### config.mk
export PLATFORM = sky130hd
export DESIGN_NAME = dma_word_responder
export DESIGN_NICKNAME = d
export VERILOG_FILES = /design/src/rtl/ecdsa_dma_pkg.sv /design/src/rtl/dma_word_responder.sv
export SDC_FILE = /design/constraint.sdc
export NUM_CORES = 2
export LEC_CHECK = 0
export ABC_CLOCK_PERIOD_IN_PS = 2250
export CAP_MARGIN = 40
export CORE_AREA = 2 2 365 367
export CTS_CLUSTER_DIAMETER = 60
export DETAILED_ROUTE_END_ITERATION = 8
export DIE_AREA = 0 0 367 369
export PLACE_DENSITY = 0.53
export REMOVE_ABC_BUFFERS = 1
export SYNTH_ARGS = -nofsm -noshare
export SYNTH_HDL_FRONTEND = slang
export SYNTH_SLANG_ARGS = --single-unit
### constraint.sdc
create_clock -name clk -period 2.25 [get_ports clk]
set_input_delay 0.45 -clock clk [delete_from_list [all_inputs] [get_ports clk]]
set_output_delay 0.45 -clock clk [all_outputs]
set_load 0.01 [all_outputs]
### src/rtl/ecdsa_dma_pkg.sv
//------------------------------------------------------------------------------
// ecdsa_dma_pkg
// Shared widths and state encoding for the DMA word responder.
// Revision: 1.0
//------------------------------------------------------------------------------
`default_nettype none

package ecdsa_dma_pkg;

  localparam int DATA_W     = 381;             // DMA payload width
  localparam int WORD_W     = 32;              // memory word width
  localparam int BEATS      = 12;              // words per transfer
  localparam int PAD_W      = 3;               // zero pad below the payload
  localparam int BUF_W      = DATA_W + PAD_W;  // 384-bit packing buffer
  localparam int BEAT_CNT_W = 4;               // holds 0..BEATS-1

  typedef enum logic [2:0] {
    ST_IDLE    = 3'd0,
    ST_RD_REQ  = 3'd1,
    ST_RD_WAIT = 3'd2,
    ST_WR_REQ  = 3'd3,
    ST_WR_WAIT = 3'd4,
    ST_DONE    = 3'd5
  } dma_state_t;

endpackage

`default_nettype wire

### src/rtl/dma_word_responder.sv
//------------------------------------------------------------------------------
// dma_word_responder
// Turns one 381-bit DMA read/write request into a burst of 12 single-word
// memory transactions and signals completion with a one-cycle done pulse.
// Revision: 1.0
//------------------------------------------------------------------------------
`default_nettype none

module dma_word_responder
  import ecdsa_dma_pkg::*;
#(
  parameter int TIMEOUT = 1024
) (
  input  logic                clk,
  input  logic                resetn,
  input  logic                dma_rx_start,
  input  logic [31:0]         dma_rx_address,
  output logic [DATA_W-1:0]   dma_rx_data,
  input  logic                dma_tx_start,
  input  logic [31:0]         dma_tx_address,
  input  logic [DATA_W-1:0]   dma_tx_data,
  output logic                dma_done,
  output logic                dma_idle,
  output logic                dma_error,
  output logic                mem_req,
  output logic                mem_we,
  output logic [31:0]         mem_addr,
  output logic [WORD_W-1:0]   mem_wdata,
  input  logic [WORD_W-1:0]   mem_rdata,
  input  logic                mem_ack,
  input  logic                mem_err
);

  localparam int TO_W = $clog2(TIMEOUT + 1);
  localparam logic [TO_W-1:0]       TO_LAST   = TO_W'(TIMEOUT - 1);
  localparam logic [BEAT_CNT_W-1:0] BEAT_LAST = BEAT_CNT_W'(BEATS - 1);

  dma_state_t              state_q, state_d;
  logic [31:0]             base_q;
  logic [BUF_W-1:0]        buf_q;     // beat k word sits in the top 32 bits when beat k is active
  logic [BEAT_CNT_W-1:0]   beat_q;
  logic [TO_W-1:0]         tcnt_q;
  logic                    error_q;
  logic [DATA_W-1:0]       rx_data_q;

  logic in_wait;
  logic last_beat;
  logic timeout_hit;
  logic misaligned_rx;
  logic misaligned_tx;

  assign in_wait       = (state_q == ST_RD_WAIT) || (state_q == ST_WR_WAIT);
  assign last_beat     = (beat_q == BEAT_LAST);
  assign timeout_hit   = in_wait && !mem_ack && (tcnt_q == TO_LAST);
  assign misaligned_rx = (dma_rx_address[1:0] != 2'b00);
  assign misaligned_tx = (dma_tx_address[1:0] != 2'b00);

  assign dma_error   = error_q;
  assign dma_rx_data = rx_data_q;

  // State register.
  always_ff @(posedge clk or negedge resetn) begin
    if (!resetn) state_q <= ST_IDLE;
    else         state_q <= state_d;
  end

  // Next-state decode and state-derived outputs; rx wins over tx on a tie.
  always_comb begin
    state_d   = state_q;
    dma_done  = 1'b0;
    dma_idle  = 1'b0;
    mem_req   = 1'b0;
    mem_we    = 1'b0;
    mem_addr  = '0;
    mem_wdata = '0;
    unique case (state_q)
      ST_IDLE: begin
        dma_idle = 1'b1;
        if (dma_rx_start)      state_d = misaligned_rx ? ST_DONE : ST_RD_REQ;
        else if (dma_tx_start) state_d = misaligned_tx ? ST_DONE : ST_WR_REQ;
      end
      ST_RD_REQ: begin
        mem_req  = 1'b1;
        mem_addr = base_q + {26'd0, beat_q, 2'b00};
        state_d  = ST_RD_WAIT;
      end
      ST_WR_REQ: begin
        mem_req   = 1'b1;
        mem_we    = 1'b1;
        mem_addr  = base_q + {26'd0, beat_q, 2'b00};
        mem_wdata = buf_q[BUF_W-1 -: WORD_W];
        state_d   = ST_WR_WAIT;
      end
      ST_RD_WAIT, ST_WR_WAIT: begin
        if (mem_ack) begin
          if (mem_err || last_beat)     state_d = ST_DONE;
          else if (state_q == ST_RD_WAIT) state_d = ST_RD_REQ;
          else                          state_d = ST_WR_REQ;
        end else if (timeout_hit) begin
          state_d = ST_DONE;
        end
      end
      ST_DONE: begin
        dma_done = 1'b1;
        state_d  = ST_IDLE;
      end
      default: state_d = ST_IDLE;
    endcase
  end

  // Request latch, packing shift register, beat/timeout counters and sticky error.
  always_ff @(posedge clk or negedge resetn) begin
    if (!resetn) begin
      base_q    <= '0;
      buf_q     <= '0;
      beat_q    <= '0;
      tcnt_q    <= '0;
      error_q   <= 1'b0;
      rx_data_q <= '0;
    end else begin
      unique case (state_q)
        ST_IDLE: begin
          if (dma_rx_start || dma_tx_start) begin
            beat_q <= '0;
            tcnt_q <= '0;
            if (dma_rx_start) begin
              base_q  <= dma_rx_address;
              buf_q   <= '0;
              error_q <= dma_tx_start || misaligned_rx;
            end else begin
              base_q  <= dma_tx_address;
              buf_q   <= {dma_tx_data, {PAD_W{1'b0}}};
              error_q <= misaligned_tx;
            end
          end
        end
        ST_RD_REQ, ST_WR_REQ: tcnt_q <= '0;
        ST_RD_WAIT, ST_WR_WAIT: begin
          if (mem_ack) begin
            if (mem_err) begin
              error_q <= 1'b1;
            end else begin
              // Reads shift the returned word in at the bottom; writes shift the next word up.
              if (state_q == ST_RD_WAIT) buf_q <= {buf_q[BUF_W-WORD_W-1:0], mem_rdata};
              else                       buf_q <= {buf_q[BUF_W-WORD_W-1:0], {WORD_W{1'b0}}};
              if (last_beat) begin
                // Final word's pad bits are dropped.
                if (state_q == ST_RD_WAIT)
                  rx_data_q <= {buf_q[BUF_W-WORD_W-1:0], mem_rdata[WORD_W-1:PAD_W]};
              end else begin
                beat_q <= beat_q + 1'b1;
              end
            end
          end else if (tcnt_q == TO_LAST) begin
            error_q <= 1'b1;
          end else begin
            tcnt_q <= tcnt_q + 1'b1;
          end
        end
        default: ;
      endcase
    end
  end

endmodule

`default_nettype wire

==> results.cfg <==
[global_routing]
use_met3 = 0.0407
busiest_layer = met2
grt_pass1_vias = 33205
grt_use_total = 0.215
use_met1 = 0.272
grt_pass1_wl_um = 220000
grt_util_met2 = 0.358
grt_max_degree = 165
antenna_found_initial = 24
grt_overflow = 0

[die]
rows = 133
dieArea_um2 = 135000
io_pins = 933
initial_core_util = 0.279
die_h_um = 369
die_w_um = 367
fp.coreArea_um2 = 131000

[outcome]
run_status = finished with violations
violations = setup timing

[timing]
rsz0062_at_grt = yes
final_hold_viol_count = 0
final_max_slew_viol_count = 0
fmaxAchievable_mhz = 302
holdWs_ns = 0.246
slew_headroom = 0.426
fin_crit_ns = 3.31
fin_skew_ns = 0.0241
finalCritPeriodShare = 1.47
setup-violations-final = 245
worst_pin_slew_ns = 0.861
final.setup.worst_slack_ns = -1.06

[clocking]
cts_tree = done
numCtsBuffers = 100
clk_path_buf_depth = 3
clock-sinks = 816
worstSkewPairLatency_ns = 0.70
clk_root_buffer_cell = clkbuf_16
h-tree-depth = 3
path_clk_slew_ns = 0.06

[setup_path]
rrSetupSlack_ns = -0.18
critPathLaunch = base_q[2]
cpMaxStageDelayCell = dfrtp_1
cp_max_fo = 20
required_ns = 1.80
cp-end-kind = output port
ff2ff_path_depth = 12
worstSetupPathType = reg -> out
critPathLaunchType = flop
arrival_ns = 2.86
r2r_start = state_q[2]
crit_chain = ha_2, inv_2, fa_2, nor2b_4, o31ai_2, buf_12, buf_4, o31a_1, o21a_1, clkdlybuf4s15_2
regToRegEndpoint = buf_q[232]
cp-endpoint = mem_addr[30]
slowest_delay_ns = 0.36

[routing]
drtPass1Iterations = 7
via_per_inst = 4.86
num_vias = 34518
drcViolationCount = 0
routed_wl_um = 160000
postRouteAntennaNets = 0
drt_iter0_markers = 2594
wl_per_cell_um = 22.5

[placed_design]
hpwl_um = 111000
pre_cts_ws_ns = -0.826
port_buffers = 932
place_area_um2 = 49500
routabilityCongestion = 0.863

[synthesis]
synth-edff-count = 0
avgSynthCellArea_um2 = 8.78
synth.distinct_cells = 51
seq_area_frac_synth = 0.558
synth_top_area_cell = dfrtp_1
netlist_area_um2 = 36600
ys.flop_type = dfrtp_1
synth_area_leaders = dfrtp_1, nand2_1, nand3b_1, a31oi_1, nor2_1
async_flop_share = 1.00
yosys_warnings = 0
synth.top_cell.area_share = 0.558
syn_inst = 4172
ys_ff_latch = 816

[finish]
final_util = 0.427
drive_gt1_frac = 0.152
area_delta_synth_final_pct = 53.0
finalNetCount = 5735
fin_area_um2 = 56000
multi_input_area_um2 = 15700
final_common_cell = nand2_1
seqCellArea_um2 = 20400
fillers = 12950
final_cell_mix = nand2_1, clkdlybuf4s50_1, dfrtp_1

[job]
drv_cap = 0

[power]
pwr_density_cell_nw_per_um2 = 1240
p_leak_uw = 0.0249
p_total_uw = 69700
worst_ir_drop_vdd_mv = 0.772

[min_path]
min_path_type = in -> reg
-- sequential cells by signal, summed over array words and instances (netlist names) --
name and flops:
dma_error 1, tcnt_q 11, state_q 3, base_q 32, dma_rx_data 381, buf_q 384
beat_q 4
-- per-layer routing --
metal  wire length, um  vias to the layer above  share of wire
met1             67300                    17156           0.42
met3              7870                      265          0.049
met2             78100                     1002           0.49
met4              6560                        6          0.041
li1                  -                    16089              -
met5                44                        -        0.00028
-- cells by family after synthesis --
logic type,after synthesis,synth area share
adders and majority gates,7,0.00260
buffers and inverters,341,0.0427
and+or+nand+nor,2433,0.295
muxes,42,0.0115
xor gates and xnor gates,4,0.000957
AOI/OAI and AO/OA,529,0.0899
DFF,816,0.558
-- worst min-delay path by stage --
stage	from	end	slack (ns)	cells after the start
6_report	dma_rx_start	buf_q[243]	0.25	3
2_1_floorplan	resetn	base_q[0]	0.15	0
5_1_grt	dma_rx_start	buf_q[243]	0.24	3
4_1_cts	dma_rx_start	buf_q[243]	0.23	3
3_5_place_dp	resetn	buf_q[246]	0.40	1
3_3_place_gp	resetn	buf_q[246]	0.40	1
-- power by group --
part	total, uW	internal, uW	switching, uW
logic	29800	13400	16400
clock network	17000	10200	6750
registers	22900	18900	4030
total	69700	42500	27100
-- critical path, delay by kind of cell (launching register included) --
family                     cells  cell delay (ns)
DFF                            1             0.36
and+or+nand+nor                1             0.14
buffers and inverters          4             0.56
adders and majority gates      2             0.55
AOI/OAI and AO/OA              3             0.54
-- synth_stat cells (8+ instances only) --
library cell,number
nand2_1,1553
dfrtp_1,816
nor2_1,395
a31oi_1,357
nand3b_1,353
buf_2,154
clkbuf_1,141
o21ai_0,51
a21oi_1,50
mux2i_1,41
and2_1,39
a22oi_1,30
nand3_1,22
inv_1,19
or4_1,16
buf_1,13
buf_6,10
o31ai_1,10
nor4_1,9
or3_1,8
-- area by class of cell --
cell class                 count  share of cell area
clock buffer                 132              0.0511
tap                         1755              0.0392
sequential                   816               0.364
clock inverter                51              0.0109
timing repair buffer        1293               0.252
inverter                      19             0.00132
multi-input combinational   3015               0.280
antenna                       24             0.00107
-- through the flow --
step | TNS [ns] | cells
floorplan | - | 3850
global placement | -114.21 | 6783
detailed placement | -100.26 | 6783
CTS | -38.88 | 7005
global route | -74.22 | 7102
finish | -43.41 | 7105
-- what timing repair did --
item                                    in CTS  in global routing
gates resized for setup                    395                300
endpoints found under the setup margin      70                309
pin swaps                                   31                 29
hold buffers                                 1                  0
cloned                                       4                 47
hold endpoints to repair                    27                  0
setup buffers                               37                 38
No activity file was read; power rests on OpenSTA's default activity.
